`src/rtl/freq_div_multi.sv`:
```
// Multi-channel programmable clock divider: NCH independent square-wave outputs with glitch-free divisor reload.
// Latency: all outputs registered; clk_out/tick change on the clock edge that ends a half-period; sync takes effect on the next edge.
// Backpressure: none; en stalls a channel in place, and loads wait for a period boundary unless sync forces them in.
module freq_div_multi #(
  parameter int NCH        = 4,
  parameter int CNT_W      = 25,
  parameter int DEFAULT_HP = 2500
) (
  input  logic                 clk,
  input  logic                 rst_n,
  input  logic [NCH-1:0]       en,
  input  logic [NCH*CNT_W-1:0] half_div,
  input  logic [NCH-1:0]       ld,
  input  logic                 sync,
  output logic [NCH-1:0]       clk_out,
  output logic [NCH-1:0]       tick,
  output logic [NCH-1:0]       pend
);

  localparam logic [CNT_W-1:0] HP_RST = CNT_W'(DEFAULT_HP);
  localparam logic [CNT_W-1:0] ONE    = CNT_W'(1);

  for (genvar g = 0; g < NCH; g++) begin : g_ch
    logic [CNT_W-1:0] cnt;
    logic [CNT_W-1:0] hp;
    logic [CNT_W-1:0] pdiv;
    logic [CNT_W-1:0] div_raw;
    logic [CNT_W-1:0] div_in;
    logic             wrap;
    logic             clk_q;
    logic             tick_q;
    logic             pend_q;

    // A zero half-period has no meaning, so it is promoted to 1 (clk/2).
    assign div_raw = half_div[g*CNT_W +: CNT_W];
    assign div_in  = (div_raw == '0) ? ONE : div_raw;

    // hp only changes when cnt returns to 0, so cnt never overruns hp-1.
    assign wrap = en[g] && (cnt == hp - ONE);

    // Channel state: sync beats wrap/en; a new divisor swaps in only at a half-period boundary.
    always_ff @(posedge clk or negedge rst_n) begin
      if (!rst_n) begin
        cnt    <= '0;
        hp     <= HP_RST;
        pdiv   <= HP_RST;
        pend_q <= 1'b0;
        clk_q  <= 1'b0;
        tick_q <= 1'b0;
      end else if (sync) begin
        cnt    <= '0;
        clk_q  <= 1'b0;
        tick_q <= 1'b0;
        pend_q <= 1'b0;
        if (ld[g]) begin
          hp   <= div_in;
          pdiv <= div_in;
        end else if (pend_q) begin
          hp <= pdiv;
        end
      end else begin
        tick_q <= wrap & ~clk_q;
        if (wrap) begin
          cnt   <= '0;
          clk_q <= ~clk_q;
          if (pend_q) begin
            hp     <= pdiv;
            pend_q <= 1'b0;
          end
        end else if (en[g]) begin
          cnt <= cnt + ONE;
        end
        // A load in the wrap cycle lands after the swap above, so it stays pending.
        if (ld[g]) begin
          pdiv   <= div_in;
          pend_q <= 1'b1;
        end
      end
    end

    assign clk_out[g] = clk_q;
    assign tick[g]    = tick_q;
    assign pend[g]    = pend_q;
  end

endmodule
```
`config.mk`:
```
export PLATFORM = sky130hd
export DESIGN_NAME = freq_div_multi
export DESIGN_NICKNAME = d
export VERILOG_FILES = /design/src/rtl/freq_div_multi.sv
export SDC_FILE = /design/constraint.sdc
export NUM_CORES = 1
export LEC_CHECK = 0
export ABC_CLOCK_PERIOD_IN_PS = 11770
export BUFFER_PORTS_ARGS = -buffer_cell sky130_fd_sc_hd__buf_2
export CAP_MARGIN = 20
export CORE_UTILIZATION = 52
export DETAILED_ROUTE_END_ITERATION = 12
export PLACE_DENSITY_LB_ADDON = 0.25
export SYNTH_ARGS = -nofsm -noshare
export SYNTH_HDL_FRONTEND = slang
export SYNTH_SLANG_ARGS = --single-unit
```
`constraint.sdc`:
```
create_clock -name clk -period 11.77 [get_ports clk]
set_input_delay 2.9425 -clock clk [delete_from_list [all_inputs] [get_ports clk]]
set_output_delay 2.9425 -clock clk [all_outputs]
set_load 0.005 [all_outputs]
```
==> reports/metrics.cfg <==
[placed_design]
number_of_buffer_cells_added_on_primary_ports=122
dp_worst_setup_slack_ps=5630
gp_congestion=0.911
post-place-cells=2322
dp_hpwl_um=28900

[clock_tree]
cts_root_buf=clkbuf_16
cts_made_buffers=36
worst_skew_pair.late_latency_ps=530
clock_tree_from_tritoncts=done
post_cts_resize_count=0
cts.htree.levels=2
cts_hold_buf=0
clock-sinks=312
max-clock-path-buffers=3
clk_transition_reported_paths_ps=60
post-cts-setup-buffer-count=0

[power_and_ir_drop]
sequentialPowerShare=0.461
p_leak_nw=7.95
power.switching_fraction=0.279
clock_power_share=0.382
power_switching_mw=0.797
power_density_nw_per_um2=142
share_comb_of_total_power=0.157
totalPowerFinal_mw=2.86
cellInternalPower_mw=2.06
max-vdd-ir-drop_mv=0.108

[final_layout]
fill_cells=2943
nets=2027
highest_count_cells_in_the_layout_ignoring_fill_and_taps=272 x dfrtp_1, 184 x nor2_1, 122 x nand2_1, 121 x buf_2, 110 x xor2_1
flow.area_growth_from_synthesis_pct=10.8
final_core_utilization=0.584
combined_area_of_the_multi_input_logic_cells_um2=9670
drive_above_1_share=0.196
most_frequent_standard_cell_in_the_layout_excluding_fill_and_tap_cells=dfrtp_1
non_filler_cells_final=2391
diodes=0
register_area_um2=7860

[global_route]
groute.layer.met1.usage=0.328
via_count_of_the_first_global_routing_pass=14100
use_met2=0.407
grt_antenna_before_repair=1
track_usage=0.240
first_pass_grt_wire_length_um=71500
globalRoute.totalOverflow=0
grt_busiest_layer=met2
grt_start_max_net_pins=142
use_met3=0.0324

[logic_synthesis]
number_of_distinct_library_cell_variants_in_the_gate_level_netlist_after_synthesis=81
synth.ff_latch_count=312
synth_area_um2=18200
postSynthAreaPerCell_um2=9.75
proportion_of_synthesized_flip_flops_having_asynchronous_set_or_reset=1.00
synth_enable_flop_cells=0
synth.net_count=1982
synth-seq-area-share=0.433
ys_dominant_reg_cell=dfrtp_1
number_of_standard_cells_after_synthesis=1863
synth_warnings=0

[worst_setup_path]
maximum_cell_stage_delay_along_the_critical_path_ps=800
data_required_time_of_the_critical_path_ps=12220
crit_type=in2reg
worst_reg_to_reg_cells=10
worst-path-max-fanout=25
timing.critical_path.to_type=flip-flop
ff2ff_setup_slack_ps=7270
launching_element_of_the_worst_setup_path=en[3]
crit-reg2reg-launch=g_ch[3].hp[0]
cp_slowest_cell=a21oi_4
timing.rr.end=g_ch[3].hp[23]
timing.critical_path.to=g_ch[3].hp[23]
worst-endpoint-arrival_ps=5910
worstSetupStartpointType=input pin
crit_path_cell_trace=buf_2 -> and3_1 -> nand4_1 -> or4_1 -> or4b_1 -> a2111o_1 -> a21oi_4 -> o2bb2a_1

[floorplan]
floorplan.io_pins=123
die-area_um2=35700
core.rowCount=68
start_util=0.527
chipWidth_um=189
core-area_um2=34500
die-height_um=189

[detailed_routing]
detailroute.via_count=14500
drt_pass1_iterations=5
drcViolationCount=0
avgRoutedWirePerCell_um=17.8
drt_first_iter_violations=1047
viasPerCell=6.05
wirelength_um=42500
postRouteAntennaNets=0

[hold_path]
worst_hold_path_type=reg2reg
holdCritStartpoint=g_ch[1].clk_q
worst_hold_path.num_cells=1

[timing]
fmax_mhz=183
timing.clock.skew_ps=19.6
setup_total_negative_slack_ps=0
hold_violations=0
fin_crit_sh=0.464
finalSetupViolations=0
setup_slack_ps=6310
unrepaired_setup_endpoints_after_global_routing=no
timing.final.max_slew_violations=0
min_cycle_time_layout_ps=5460
tightestPinTransition_ps=946
worst_slew_margin_relative_to_its_limit=0.368

[run_status]
run_status=completed

[job]
timing.max_cap.violations=0

==> per-stage QoR <==
step	hold WS (ps)	instance area, µm²
floorplan	447	18200
global placement	490	18900
detailed placement	487	18900
CTS	503	20100
global route	514	20100
finish	500	20100
==> metal layers <==
metal,wire (µm),part of all wire,vias up
li1,-,-,6938
met1,19500,0.46,7135
met2,20500,0.48,324
met3,1800,0.042,63
met4,707,0.017,2
met5,13,0.00031,-
==> cells in the mapped netlist (7+ instances only) <==
master     number  area (µm²)
nand4_1        36         225
nor2_1        184         691
dfrtp_1       272        6810
nor3_1         56         280
nand2b_1       17         106
a31oi_1        11        68.8
a2bb2oi_1      52         455
or2_2          10        62.6
a22o_1         45         394
xnor2_1        93         815
ha_1            8         100
buf_1           8        30.0
a2bb2oi_2      20         300
o21ai_0        16        80.1
inv_1          24        90.1
buf_4          14         105
mux2i_1         7        70.1
nor4b_1         9        78.8
nor2b_1        32         200
and4_1          8        70.1
nand3_1        60         300
nand4b_1        7        61.3
clkbuf_1      103         387
o211ai_1       25         188
o22ai_1        74         463
a21oi_1        51         255
nand2_1       123         462
nor4_1         55         344
a211oi_1        7        52.6
dfstp_2        40        1050
or4_1          15         113
nand3b_1       13        97.6
and3_1         25         156
mux2_2        101        1140
or3_1          19         119
xor2_1        110         963
o31ai_1         8        60.1
==> sequential cells by signal, indices dropped and copies added, names as in the netlist <==
signal,count
g_ch.hp,100
g_ch.tick_q,4
g_ch.pdiv,100
g_ch.clk_q,4
g_ch.pend_q,4
g_ch.cnt,100
==> worst max-delay path: cells and delay by family <==
| kind | cells | cell delay [ps] |
|---|---|---|
| AOI/OAI and AO/OA | 3 | 1630 |
| buffers and inverters | 1 | 130 |
| and+or+nand+nor | 4 | 1190 |
==> power by group through the flow <==
stage	registers [mW]	logic (mW)	clock network, mW
floorplan	1.27	0.360	0
global placement	1.33	0.430	0
detailed placement	1.33	0.445	0
CTS	1.31	0.449	1.11
global route	1.33	0.497	1.15
finish	1.32	0.448	1.09
==> worst min path at each step <==
stage | end
after floorplan | g_ch[0].tick_q
after global placement | g_ch[3].pdiv[5]
after detailed placement | g_ch[1].tick_q
after CTS | g_ch[1].tick_q
after global routing | g_ch[1].pdiv[23]
final | g_ch[1].tick_q
==> final cells by class <==
cell class / instances / share of cell area
timing repair buffer: 140 / 0.0395
multi-input combinational: 1394 / 0.480
clock inverter: 9 / 0.00398
clock buffer: 57 / 0.0532
sequential: 312 / 0.390
inverter: 24 / 0.00448
tap: 455 / 0.0283
==> logic make-up (layout without fill, tap and decap cells) <==
| group | after synthesis | count (layout) | share of synthesized area |
|---|---|---|---|
| fa+ha+maj | 9 | 9 | 0.00606 |
| simple gates | 695 | 695 | 0.198 |
| xor+xnor | 204 | 204 | 0.0991 |
| flops | 312 | 312 | 0.433 |
| compound gates | 378 | 378 | 0.161 |
| mux | 108 | 108 | 0.0665 |
| buf+inv | 157 | 230 | 0.0369 |
No activity file was read; power rests on OpenSTA's default activity.
